<file path="src/rtl/fc_input_layer.sv">
// -----------------------------------------------------------------------------
// fc_input_layer
//   Serial-to-parallel front end for a fully connected layer. Words are popped
//   one at a time from an upstream first-word-fall-through FIFO and written into
//   consecutive slots of a LAYER_HEIGHT-word vector. Once every slot has been
//   written, the vector is presented on data_o with valid_o=1 and held until the
//   consumer accepts it with yumi_i. Words are passed through bit-exact.
//
// Parameters
//   LAYER_HEIGHT : words per assembled vector (>= 2)
//   WORD_SIZE    : bits per word
//
// Ports
//   clk_i    in   clock, rising edge
//   reset_i  in   synchronous active-high reset
//   data_i   in   FIFO head word, valid while empty_i=0
//   empty_i  in   FIFO empty flag
//   ren_o    out  FIFO pop strobe
//   data_o   out  assembled vector, meaningful while valid_o=1
//   valid_o  out  data_o holds a complete vector
//   yumi_i   in   consumer accepts data_o (only while valid_o=1)
//
// Build option
//   FC_INPUT_REVERSE_EN : when defined, the k-th popped word of a pass goes to
//                         data_o[LAYER_HEIGHT-1-k] instead of data_o[k].
//
// States
//   state | meaning
//   FILL  | popping words into slots, ren_o follows ~empty_i
//   FULL  | vector complete, valid_o=1, waiting for yumi_i
// -----------------------------------------------------------------------------
module fc_input_layer #(
    parameter int LAYER_HEIGHT = 13,
    parameter int WORD_SIZE    = 16
) (
    input  logic                                   clk_i,
    input  logic                                   reset_i,
    input  logic [WORD_SIZE-1:0]                   data_i,
    input  logic                                   empty_i,
    output logic                                   ren_o,
    output logic [LAYER_HEIGHT-1:0][WORD_SIZE-1:0] data_o,
    output logic                                   valid_o,
    input  logic                                   yumi_i
);

    localparam int CNT_W = $clog2(LAYER_HEIGHT);
    localparam logic [CNT_W-1:0] LAST_CNT = CNT_W'(LAYER_HEIGHT - 1);

    typedef enum logic {
        S_FILL = 1'b0,
        S_FULL = 1'b1
    } state_t;

    state_t                                 r_state;
    state_t                                 w_next_state;
    logic [CNT_W-1:0]                       r_count;
    logic [LAYER_HEIGHT-1:0][WORD_SIZE-1:0] r_data;
    logic                                   w_pop;
    logic                                   w_last;
    logic [CNT_W-1:0]                       w_slot;

    // A pop is exactly a cycle where the FIFO is being strobed.
    assign w_pop  = ren_o;
    assign w_last = (r_count == LAST_CNT);

`ifdef FC_INPUT_REVERSE_EN
    assign w_slot = LAST_CNT - r_count;
`else
    assign w_slot = r_count;
`endif

    // State register
    always_ff @(posedge clk_i) begin
        if (reset_i) begin
            r_state <= S_FILL;
        end else begin
            r_state <= w_next_state;
        end
    end

    // Next-state logic
    always_comb begin
        w_next_state = r_state;
        case (r_state)
            S_FILL: if (w_pop && w_last) w_next_state = S_FULL;
            S_FULL: if (yumi_i)          w_next_state = S_FILL;
            default:                     w_next_state = S_FILL;
        endcase
    end

    // Output logic; reset gates ren_o so nothing is popped while reset is held.
    always_comb begin
        ren_o   = 1'b0;
        valid_o = 1'b0;
        case (r_state)
            S_FILL: ren_o   = ~empty_i & ~reset_i;
            S_FULL: valid_o = 1'b1;
            default: begin
                ren_o   = 1'b0;
                valid_o = 1'b0;
            end
        endcase
    end

    // Slot counter wraps to 0 on the last pop so the next pass starts cleanly.
    always_ff @(posedge clk_i) begin
        if (reset_i) begin
            r_count <= '0;
        end else if (w_pop) begin
            if (w_last) begin
                r_count <= '0;
            end else begin
                r_count <= r_count + 1'b1;
            end
        end
    end

    // Only the addressed slot is written; untouched slots keep stale words.
    always_ff @(posedge clk_i) begin
        if (reset_i) begin
            r_data <= '0;
        end else if (w_pop) begin
            r_data[w_slot] <= data_i;
        end
    end

    assign data_o = r_data;

endmodule

</file>
<file path="config.mk">
export PLATFORM = sky130hd
export DESIGN_NAME = fc_input_layer
export DESIGN_NICKNAME = d
export VERILOG_FILES = /design/src/rtl/fc_input_layer.sv
export SDC_FILE = /design/constraint.sdc
export NUM_CORES = 1
export LEC_CHECK = 0
export ABC_AREA = 0
export CELL_PAD_IN_SITES_DETAIL_PLACEMENT = 0
export CELL_PAD_IN_SITES_GLOBAL_PLACEMENT = 2
export CORE_ASPECT_RATIO = 1.2
export CORE_MARGIN = 2
export CORE_UTILIZATION = 27
export DETAILED_ROUTE_END_ITERATION = 16
export PLACE_DENSITY = 0.84
export SLEW_MARGIN = 25
export SYNTH_ARGS = -nofsm -noshare
export SYNTH_HDL_FRONTEND = slang
export SYNTH_SLANG_ARGS = --single-unit
</file>
<file path="constraint.sdc">
create_clock -name clk_i -period 2.3 [get_ports clk_i]
set_input_delay 0.46 -clock clk_i [delete_from_list [all_inputs] [get_ports clk_i]]
set_output_delay 0.46 -clock clk_i [all_outputs]
set_load 0.005 [all_outputs]
</file>
==> summary.txt <==
Outcome
  – Run status: finished, final reports clean

Setup path
  – Data required time of the worst path: approximately 1800 ps
  – Endpoint arrival time on the critical path: 1760 ps
  – CP Max Fanout: 2
  – FF-to-FF End: data_o[202]
  – Sort of element at the start of the critical path: flop
  – Kind of capture point of the worst setup path: primary output
  – Kind of critical path: flop to primary output
  – R2R Setup Slk: 280 ps
  – Cell depth of the worst flop-to-flop path: 6
  – Reg-to-reg critical path startpoint: r_count[0]

Power
  – P_leak: around 0.0037 uW
  – Worst vdd rail ir drop: ~0.00034 V
  – Power density over the cells: approximately 680 mW/mm^2

Floorplanning
  – I/O pins: 230
  – Core Footprint: around 0.030 mm^2
  – Chip Width: around 160 um
  – Die Height: roughly 200 um
  – Die area: about 0.032 mm^2
  – Placement row count: 70
  – Initial core utilization: about 27%

Timing
  – Max-slew violations: 0
  – RSZ-0062 raised after global routing: false
  – Worst-case clock skew: around 18 ps
  – Final period util: 96.33%
  – Smallest setup slack after layout: between 80 and 90 ps
  – Fin Hold WS: about 270 ps
  – Final hold vios: 0
  – Worst Tran Pin Value: around 970 ps
  – Post-layout minimum cycle time: 2216 ps
  – Maximum frequency from static timing analysis: 451.4 MHz
  – Final number of setup-violating endpoints: 0
  – Worst slew margin relative to its limit: between 30 and 40%

Global route
  – Maximum number of pins on one net before global-route repair: 86
  – Overall routing resource usage: 20.39%
  – Grt ovf: 0
  – Via count of the first global-routing pass: 7832
  – First-pass GRT wire length: 49760 um
  – Antenna violations before repair: 0

Logic synthesis
  – Post-synthesis sequential area ratio: between 50 and 60%
  – Distinct cell type count after synthesis: 25
  – Average cell area after synthesis: just over 8 um^2
  – Total of warnings raised by yosys: 0
  – Number of synthesized register bits: around 210
  – Post-synthesis cell count: roughly 1000
  – Synthesized net count: slightly above 1000
  – Synth Cell Area: around 0.0082 mm^2

Detailed routing
  – DRC Markers: 0
  – 1st-pass router iterations: 6
  – Count of antenna-violating nets left after detailed routing: 0
  – Iteration-0 DRC Markers: about 790
  – Total routed wirelength: 33820 um
  – Vias: 8312
  – Post-DR wirelength/cell: around 21 um
  – Drt via density: about 5.2

Place
  – HPWL Detailed: just under 20000 um
  – GP Congestion: 0.7264
  – Input/output buffers: about 230
  – Pre-CTS setup slack: -111.8 ps
  – Number of placed instances, taps included: ~1500

Cells and area
  – Post-layout instance count excluding filler cells: roughly 1600
  – Nets: ~1200
  – Final Core Density: around two fifths
  – Leading cell types in the layout, fill and taps excluded: 227 x sky130_fd_sc_hd__clkdlybuf4s50_1, 212 x sky130_fd_sc_hd__dfxtp_1, 209 x sky130_fd_sc_hd__a21oi_1, 209 x sky130_fd_sc_hd__nand3_1, 110 x sky130_fd_sc_hd__o21ai_1
  – Area growth from synthesis to layout: 43.07%
  – Antenna Cells: 0
  – Most common library cell in the layout ignoring fill and taps: sky130_fd_sc_hd__clkdlybuf4s50_1
  – Share of post-route cells with drive strength above 1: 8.863%

Worst hold path
  – Worst hold endpoint: r_count[1]
  – Hold Crit Start: reset_i
  – Class of the tightest hold or removal check: input port to flop
  – Cells on Worst Hold Path: 2

CTS
  – Source-to-sink clock delay at the later pin of the worst-skew pair: about 520 ps
  – CTS Buf Count: 24
  – Clock tree from TritonCTS: done
  – Number of H-tree levels: 1
  – Number of clock sinks seen by CTS: around 210
  – Bufs on Longest Clock Path: 3
  – Master cell of the clock root buffer: sky130_fd_sc_hd__clkbuf_16
  – Clock-pin slew on the worst setup and hold paths: ~60 ps

Flow run
  – Reported max-cap violation count: 0
-- cells in the mapped netlist --
library cell / count / area [um^2]
sky130_fd_sc_hd__or3_1: 2 / 12.51
sky130_fd_sc_hd__or2_2: 1 / 6.260
sky130_fd_sc_hd__nor2b_1: 2 / 12.51
sky130_fd_sc_hd__buf_1: 1 / 3.750
sky130_fd_sc_hd__a211oi_2: 1 / 12.51
sky130_fd_sc_hd__nand2b_1: 3 / 18.77
sky130_fd_sc_hd__o31ai_1: 1 / 7.510
sky130_fd_sc_hd__nand3_1: 209 / 1046
sky130_fd_sc_hd__and2_1: 1 / 6.260
sky130_fd_sc_hd__nor2_1: 2 / 7.510
sky130_fd_sc_hd__dfxtp_1: 213 / 4264
sky130_fd_sc_hd__a21oi_1: 209 / 1046
sky130_fd_sc_hd__clkbuf_2: 1 / 5.000
sky130_fd_sc_hd__o21ai_1: 110 / 550.5
sky130_fd_sc_hd__nor3_1: 2 / 10.01
sky130_fd_sc_hd__buf_2: 28 / 140.1
sky130_fd_sc_hd__ha_1: 4 / 50.05
sky130_fd_sc_hd__o21ai_0: 99 / 495.5
sky130_fd_sc_hd__nand2_1: 3 / 11.26
sky130_fd_sc_hd__or4b_1: 4 / 40.04
sky130_fd_sc_hd__buf_4: 4 / 30.03
sky130_fd_sc_hd__xnor2_1: 2 / 17.52
sky130_fd_sc_hd__clkbuf_1: 97 / 364.1
sky130_fd_sc_hd__nor4b_2: 4 / 60.06
sky130_fd_sc_hd__inv_1: 3 / 11.26
-- cell families after synthesis --
kind of cell / count (synthesis) / share of synthesized area (%)
adders and majority gates: 4 / 0.6082
and+or+nand+nor: 233 / 14.96
buffers and inverters: 134 / 6.735
AOI/OAI and AO/OA: 420 / 25.67
xor gates and xnor gates: 2 / 0.2129
DFF: 213 / 51.82
-- flip-flops by register name, indices dropped and copies added (netlist names) --
| name | count |
|---|---|
| data_o | 208 |
| r_count | 4 |
| r_state | 1 |
-- cell type report --
| type | count | area, um^2 |
|---|---|---|
| Fill cell | 3074 | 18440 |
| Sequential cell | 213 | 4268 |
| Multi-Input combinational cell | 659 | 3478 |
| Timing Repair Buffer | 278 | 2748 |
| Clock buffer | 35 | 723.2 |
| Tap cell | 396 | 495.5 |
| Clock inverter | 8 | 50.05 |
| Inverter | 3 | 11.26 |
-- power by group --
part | internal (uW) | switching [uW]
Sequential | 3720 | 22.3
Clock | 2180 | 1570
Combinational | 169 | 348
-- critical path: stages (launching register included) --
cell and delay, ps:
sky130_fd_sc_hd__dfxtp_4 350, sky130_fd_sc_hd__or3_4 330, sky130_fd_sc_hd__inv_1 80, sky130_fd_sc_hd__clkdlybuf4s50_1 490
-- routing by layer --
layer / global-route usage [%] / wire length, um / vias up
li1: - / - / 3918
met3: 3.186 / 2527 / 43
met4: 5.408 / 726 / 0
met5: 0 / 0 / -
met2: 32.86 / 15960 / 365
met1: 28.30 / 14610 / 3986
-- per-stage QoR --
stage / setup TNS [ps] / power, uW / area (um^2)
after floorplan: 0 / 4047 / 8229
after global placement: -4828 / 4339 / 10990
after detailed placement: -5329 / 4339 / 10990
after CTS: 0 / 8098 / 11770
after global routing: 0 / 8299 / 11770
final: 0 / 8012 / 11770
-- worst max path at each step --
stage	from	endpoint	slack (ps)	depth (start not counted)
final	r_state	ren_o	80	3
after global routing	r_state	ren_o	20	3
after CTS	r_state	ren_o	70	3
after detailed placement	empty_i	data_o[202]	-110	5
after global placement	empty_i	ren_o	-100	4
after floorplan	r_count[0]	data_o[107]	640	7
-- what timing repair did --
item                       4_1_cts  5_1_grt
setup endpoints to repair        2        1
hold buffers                     0        0
gates resized for setup          3        1
buffers inserted                 1        0
Power figures use the tool's default switching activity.
